File: src/rtl/cnn_pkg.sv
// Shared types and constants for the CNN training controller and its helpers.
package cnn_pkg;

    // Default score word format of the fcl outputs (signed fixed point).
    localparam int WIDTH             = 32;
    localparam int FIXED_POINT_INDEX = 16;

    // Default datapath sizes, used for the convenience count typedefs below.
    localparam int DEFAULT_NUM_CLASSES = 10;
    localparam int DEFAULT_NUM_IMAGES  = 10000;
    localparam int DEFAULT_NUM_EPOCHS  = 1;
    localparam int DEFAULT_INIT_STEPS  = 1701;

    // Width of a counter/index able to hold values 0..n-1, never narrower than one bit.
    function automatic int cnt_w(input int n);
        return (n <= 1) ? 1 : $clog2(n);
    endfunction

    // Count-width typedefs for the default-sized network.
    typedef logic [$clog2(DEFAULT_NUM_IMAGES)-1:0]   img_idx_t;
    typedef logic [$clog2(DEFAULT_NUM_IMAGES+1)-1:0] img_count_t;
    typedef logic [$clog2(DEFAULT_INIT_STEPS)-1:0]   init_addr_t;
    typedef logic [$clog2(DEFAULT_NUM_EPOCHS+1)-1:0] epoch_count_t;
    typedef logic [$clog2(DEFAULT_NUM_CLASSES)-1:0]  class_idx_t;

    // Sequencer states, in the order a normal run visits them.
    typedef enum logic [2:0] {
        S_IDLE      = 3'd0,
        S_INIT      = 3'd1,
        S_FETCH     = 3'd2,
        S_SETTLE    = 3'd3,
        S_FORWARD   = 3'd4,
        S_SCORE     = 3'd5,
        S_EPOCH_END = 3'd6,
        S_DONE      = 3'd7
    } seq_state_t;

endpackage

File: src/rtl/cnn_train_sequencer_argmax_unit.sv
// Combinational argmax over signed class scores; ties resolve to the lowest index.
module argmax_unit #(
    parameter int NUM_CLASSES = 10,
    parameter int WIDTH       = 32
) (
    input  logic [NUM_CLASSES-1:0][WIDTH-1:0]        scores,
    output logic [cnn_pkg::cnt_w(NUM_CLASSES)-1:0]   max_idx
);

    localparam int PW = cnn_pkg::cnt_w(NUM_CLASSES);

    logic signed [WIDTH-1:0] best_val;

    // Linear scan; a strictly-greater compare keeps the earliest of equal maxima.
    always_comb begin
        best_val = $signed(scores[0]);
        max_idx  = '0;
        for (int i = 1; i < NUM_CLASSES; i++) begin
            if ($signed(scores[i]) > best_val) begin
                best_val = $signed(scores[i]);
                max_idx  = PW'(i);
            end
        end
    end

endmodule

File: src/rtl/cnn_train_sequencer.sv
// Training/evaluation sequencer: weight init sweep, per-image fetch, forward pass
// handshake, argmax scoring, accuracy counting and mini-batch weight commits.
module cnn_train_sequencer #(
    parameter int WIDTH         = 32,
    parameter int NUM_CLASSES   = 10,
    parameter int NUM_IMAGES    = 10000,
    parameter int NUM_EPOCHS    = 1,
    parameter int BATCH_SIZE    = 1,
    parameter int INIT_STEPS    = 1701,
    parameter int SETTLE_CYCLES = 1
) (
    input  logic                                       clk,
    input  logic                                       reset,
    input  logic                                       start,
    input  logic                                       train,
    output logic                                       img_req,
    input  logic                                       img_ready,
    output logic [cnn_pkg::cnt_w(NUM_IMAGES)-1:0]      img_index,
    output logic                                       init_en,
    output logic [cnn_pkg::cnt_w(INIT_STEPS)-1:0]      init_addr,
    output logic                                       fwd_start,
    input  logic                                       fwd_done,
    input  logic [NUM_CLASSES-1:0][WIDTH-1:0]          scores,
    input  logic [NUM_CLASSES-1:0]                     labels,
    output logic                                       grad_accum_en,
    output logic                                       weight_commit,
    output logic [cnn_pkg::cnt_w(NUM_IMAGES+1)-1:0]    correct_count,
    output logic [cnn_pkg::cnt_w(NUM_IMAGES+1)-1:0]    last_epoch_correct,
    output logic [cnn_pkg::cnt_w(NUM_EPOCHS+1)-1:0]    epoch,
    output logic                                       busy,
    output logic                                       done
);

    import cnn_pkg::*;

    localparam int IW = cnt_w(NUM_IMAGES);
    localparam int AW = cnt_w(INIT_STEPS);
    localparam int CW = cnt_w(NUM_IMAGES + 1);
    localparam int EW = cnt_w(NUM_EPOCHS + 1);
    localparam int BW = cnt_w(BATCH_SIZE);
    localparam int SW = cnt_w(SETTLE_CYCLES);
    localparam int PW = cnt_w(NUM_CLASSES);

    localparam logic [IW-1:0] IMG_LAST    = IW'(NUM_IMAGES - 1);
    localparam logic [AW-1:0] INIT_LAST   = AW'(INIT_STEPS - 1);
    localparam logic [EW-1:0] EPOCH_LAST  = EW'(NUM_EPOCHS - 1);
    localparam logic [BW-1:0] BATCH_LAST  = BW'(BATCH_SIZE - 1);
    localparam logic [SW-1:0] SETTLE_LAST = SW'(SETTLE_CYCLES - 1);

    seq_state_t      state;
    seq_state_t      state_nxt;
    logic [SW-1:0]   settle_cnt;
    logic [BW-1:0]   batch_cnt;
    logic            mode_r;
    logic            fwd_armed;
    logic [PW-1:0]   pred_idx;
    logic            is_correct;
    logic            last_img;
    logic            batch_full;

    argmax_unit #(
        .NUM_CLASSES (NUM_CLASSES),
        .WIDTH       (WIDTH)
    ) u_argmax (
        .scores  (scores),
        .max_idx (pred_idx)
    );

    assign is_correct = labels[pred_idx];
    assign last_img   = (img_index == IMG_LAST);
    assign batch_full = (batch_cnt == BATCH_LAST);

    // State register; an asserted reset drops straight back to IDLE.
    always_ff @(posedge clk or negedge reset) begin
        if (!reset) begin
            state <= S_IDLE;
        end else begin
            state <= state_nxt;
        end
    end

    // Next-state decode and all per-state control outputs and pulses.
    always_comb begin
        state_nxt     = state;
        init_en       = 1'b0;
        img_req       = 1'b0;
        fwd_start     = 1'b0;
        grad_accum_en = 1'b0;
        weight_commit = 1'b0;
        busy          = 1'b1;
        done          = 1'b0;
        case (state)
            S_IDLE: begin
                busy = 1'b0;
                if (start) begin
                    state_nxt = S_INIT;
                end
            end
            S_INIT: begin
                init_en = 1'b1;
                if (init_addr == INIT_LAST) begin
                    state_nxt = S_FETCH;
                end
            end
            S_FETCH: begin
                img_req = 1'b1;
                if (img_ready) begin
                    state_nxt = S_SETTLE;
                end
            end
            S_SETTLE: begin
                if (settle_cnt == SETTLE_LAST) begin
                    state_nxt = S_FORWARD;
                end
            end
            S_FORWARD: begin
                fwd_start = fwd_armed;
                if (!fwd_armed && fwd_done) begin
                    state_nxt = S_SCORE;
                end
            end
            S_SCORE: begin
                if (mode_r) begin
                    grad_accum_en = 1'b1;
                    weight_commit = batch_full || last_img;
                end else begin
                    // An eval image may still close out a batch left pending by earlier train images.
                    weight_commit = last_img && (batch_cnt != '0);
                end
                state_nxt = last_img ? S_EPOCH_END : S_FETCH;
            end
            S_EPOCH_END: begin
                state_nxt = (epoch == EPOCH_LAST) ? S_DONE : S_FETCH;
            end
            S_DONE: begin
                busy = 1'b0;
                done = 1'b1;
                if (!start) begin
                    state_nxt = S_IDLE;
                end
            end
            default: begin
                state_nxt = S_IDLE;
            end
        endcase
    end

    // Counters, latched mode and accuracy bookkeeping, advanced by the current state.
    always_ff @(posedge clk or negedge reset) begin
        if (!reset) begin
            img_index          <= '0;
            init_addr          <= '0;
            settle_cnt         <= '0;
            batch_cnt          <= '0;
            mode_r             <= 1'b0;
            fwd_armed          <= 1'b0;
            correct_count      <= '0;
            last_epoch_correct <= '0;
            epoch              <= '0;
        end else begin
            case (state)
                S_IDLE: begin
                    if (start) begin
                        img_index     <= '0;
                        init_addr     <= '0;
                        settle_cnt    <= '0;
                        batch_cnt     <= '0;
                        mode_r        <= 1'b0;
                        fwd_armed     <= 1'b0;
                        correct_count <= '0;
                        epoch         <= '0;
                    end
                end
                S_INIT: begin
                    if (init_addr != INIT_LAST) begin
                        init_addr <= init_addr + AW'(1);
                    end
                end
                S_FETCH: begin
                    settle_cnt <= '0;
                    if (img_ready) begin
                        mode_r <= train;
                    end
                end
                S_SETTLE: begin
                    settle_cnt <= settle_cnt + SW'(1);
                    if (settle_cnt == SETTLE_LAST) begin
                        fwd_armed <= 1'b1;
                    end
                end
                S_FORWARD: begin
                    fwd_armed <= 1'b0;
                end
                S_SCORE: begin
                    if (is_correct) begin
                        correct_count <= correct_count + CW'(1);
                    end
                    if (weight_commit) begin
                        batch_cnt <= '0;
                    end else if (mode_r) begin
                        batch_cnt <= batch_cnt + BW'(1);
                    end
                    if (!last_img) begin
                        img_index <= img_index + IW'(1);
                    end
                end
                S_EPOCH_END: begin
                    last_epoch_correct <= correct_count;
                    correct_count      <= '0;
                    img_index          <= '0;
                    epoch              <= epoch + EW'(1);
                end
                default: begin
                end
            endcase
        end
    end

endmodule

File: config.mk
export PLATFORM = sky130hd
export DESIGN_NAME = cnn_train_sequencer
export DESIGN_NICKNAME = d
export VERILOG_FILES = /design/src/rtl/cnn_pkg.sv /design/src/rtl/cnn_train_sequencer_argmax_unit.sv /design/src/rtl/cnn_train_sequencer.sv
export SDC_FILE = /design/constraint.sdc
export NUM_CORES = 1
export LEC_CHECK = 0
export ABC_CLOCK_PERIOD_IN_PS = 2750
export CAP_MARGIN = 0
export CORE_UTILIZATION = 50
export DETAILED_ROUTE_END_ITERATION = 12
export PLACE_DENSITY = 0.83
export SLEW_MARGIN = 15
export SYNTH_ARGS = -nofsm -noshare
export SYNTH_HDL_FRONTEND = slang
export SYNTH_SLANG_ARGS = --single-unit
File: constraint.sdc
create_clock -name clk -period 2.75 [get_ports clk]
set_input_delay 0.55 -clock clk [delete_from_list [all_inputs] [get_ports clk]]
set_output_delay 0.55 -clock clk [all_outputs]
set_load 0.01 [all_outputs]
==> impl_metrics.py <==
metrics = {
    "yosys": {
        "ys_warn_count": 0,
        "synth_cells": 1884,
        "synthDistinctLibCells": 89,
        "avgSynthCellArea_sq_um": 7.37,
        "syn-cell-area_sq_mm": 0.0139,
        "ys.flop_type": "dfrtp_1",
        "yosysTopAreaCell": "ha_1",
        "async_reset_ff_frac": 1.00,
        "ys_seq_elements": 61,
        "synth_edf_count": 0,
        "yosysSeqAreaShare": 0.110,
        "yosys-top-cells-area": "ha_1, dfrtp_1, inv_1",
        "yosysTopAreaCellShare": 0.256,
        "synth_fp_nets": 2504,
    },
    "clocking": {
        "tritoncts": "done",
        "cts_sinks": 61,
        "cts_buffers": 9,
        "clk_latency_ns": 0.34,
        "cts_max_path_buffers": 2,
        "h-tree-depth": 3,
        "cts-root-buf": "clkbuf_16",
        "path_clk_slew_ns": 0.05,
    },
    "critical_path": {
        "critPathArrivalTime_ns": 27.79,
        "cp_common_cell": "o21ai_1",
        "critPathKind": "input pin to flip-flop",
        "endpoint_kind": "flip-flop",
        "worstPathRequired_ns": 2.97,
        "crit_slowest_cell": "nor4_4",
        "crit_path_max_incr_delay_ns": 0.61,
        "critPathLaunchType": "input pin",
        "cp_max_fo": 15,
    },
    "routing": {
        "drt-initial-drc-count": 2778,
        "ant_nets": 0,
        "wl_mm": 77.2,
        "drc": 0,
        "drtPass1Iterations": 13,
        "wl_per_cell_um": 24.5,
        "vias_per_cell": 6.47,
        "vias": 20400,
    },
    "global_route": {
        "grt_max_degree": 62,
        "grt-ovfl-total": 0,
        "grt_pass1_wl_mm": 88.6,
        "grtUsageTotal": 0.385,
        "grt_pass1_vias": 18200,
        "grt_antenna_before_repair": 20,
    },
    "die": {
        "core-area_sq_mm": 0.0271,
        "initial_core_util": 0.512,
        "die_area_sq_mm": 0.0284,
        "die_w_um": 169,
        "ios": 397,
        "die_h_um": 169,
        "rows": 60,
    },
    "place": {
        "place_ws_ns": -22.60,
        "dp.cells": 3009,
        "port-buffer-count": 396,
        "gp_congestion": 0.990,
        "hpwl_mm": 44.2,
    },
    "layout": {
        "syn_to_final_growth_pct": 75.8,
        "fillers": 1232,
        "final_cell_mix": "buf_4, clkdlybuf4s50_1, ha_1, inv_1, nand2_1",
        "regArea_sq_mm": 0.00153,
        "drive_above_1_share": 0.316,
        "nNetsFinal": 3375,
        "final_cells": 3153,
        "multi_input_area_sq_mm": 0.0129,
        "utilization": 0.901,
        "layout.cells.most_common": "buf_4",
    },
    "run": {
        "maxCapViolCount": 1,
    },
    "timing": {
        "fmax_ghz": 0.0363,
        "fin_crit_sh": 10.0,
        "hold_viol_final": 0,
        "max_slew.worst_pin.slew_ns": 1.98,
        "final.min_clock_period_ns": 27.56,
        "worst_slack_ns": -24.81,
        "rsz0062_at_grt": "yes",
        "setup_viol_count_final": 19,
        "tns_ns": -347.07,
        "slew_headroom": -0.337,
        "clock_skew_ns": 0.00740,
        "drv_slew": 2,
    },
    "run_status": {
        "outcome": "complete, but fails checks",
        "violations": "capacitance limit, slew limit, setup timing",
    },
    "hold_path": {
        "worst_hold_path_type": "input pin to asynchronous set/reset pin",
    },
}
-- metal layers --
metal / wire length, um / vias up / GRT usage
li1: - / 8618 / -
met1: 25600 / 9290 / 0.436
met2: 33400 / 1773 / 0.692
met3: 10300 / 719 / 0.0608
met4: 7640 / 12 / 0.207
met5: 270 / - / 0
-- cells by family after synthesis --
group                    after synthesis  share of synthesized area
multiplexers                         124                     0.0953
AO/OA/AOI/OAI                        503                      0.227
AND/OR/NAND/NOR                      607                      0.218
XOR/XNOR                              21                     0.0133
flip-flops                            61                      0.110
adder cells (fa/ha/maj)              287                      0.258
buffers and inverters                281                     0.0780
-- state kept, by name, summed over array words and instances (netlist names), 3 cells and up --
name and cells:
init_addr 11, img_index 14, correct_count 14, state 3, last_epoch_correct 14
-- cell type report --
cell class                 count  area share
multi-input combinational   1545       0.528
antenna                       21     0.00215
clock inverter                 3     0.00267
tap                          372      0.0191
sequential                    61      0.0626
timing repair buffer         917       0.340
inverter                     221      0.0344
clock buffer                  13      0.0115
-- synthesized netlist by cell type, drive strengths merged, types with 12 or more instances --
master	n
nand4	69
nand2b	26
o21ai	163
a21oi	155
or4	12
nand3	47
a31oi	12
or3	13
ha	284
nor3	23
o211ai	20
a21o	61
buf	13
inv	221
mux2	56
mux2i	68
nor2b	35
and3	12
clkbuf	47
nand2	187
xor2	15
nor4	17
dfrtp	61
nor2	132
-- timing repair --
item,CTS,global route
setup endpoints to repair,15,17
hold buffers,0,0
gates resized for setup,107,287
pin swaps,30,102
buffers inserted,51,44
gates cloned,8,5
-- worst max-delay path, delay by kind of cell --
family	cells	cell delay [ns]
XOR/XNOR	1	0.16
adder cells (fa/ha/maj)	9	2.36
multiplexers	6	1.84
AND/OR/NAND/NOR	41	5.85
AO/OA/AOI/OAI	72	14.49
buffers and inverters	16	2.44
-- through the flow --
step	hold slack (ns)	cell area (sq um)
after floorplan	0.254	14400
after global placement	0.486	21700
after detailed placement	0.492	21700
after CTS	0.229	23000
after global routing	0.234	24400
final	0.204	24400
-- final timing paths --
path	start	to	slack [ns]	depth (start not counted)
setup / recovery	scores[21]	correct_count[6]	-24.81	145
hold / removal	reset	init_addr[5]	0.20	2
setup reg to reg	init_addr[1]	init_addr[5]	-0.14	9
hold reg to reg	last_epoch_correct[1]	last_epoch_correct[1]	0.51	1
max in group asynchronous	reset	img_index[6]	2.22	2
min in group clk	last_epoch_correct[1]	last_epoch_correct[1]	0.51	1
Power is left out: the tool's default activity adds up to more than one toggle a clock period on the data nets, which glitch-free logic cannot reach.
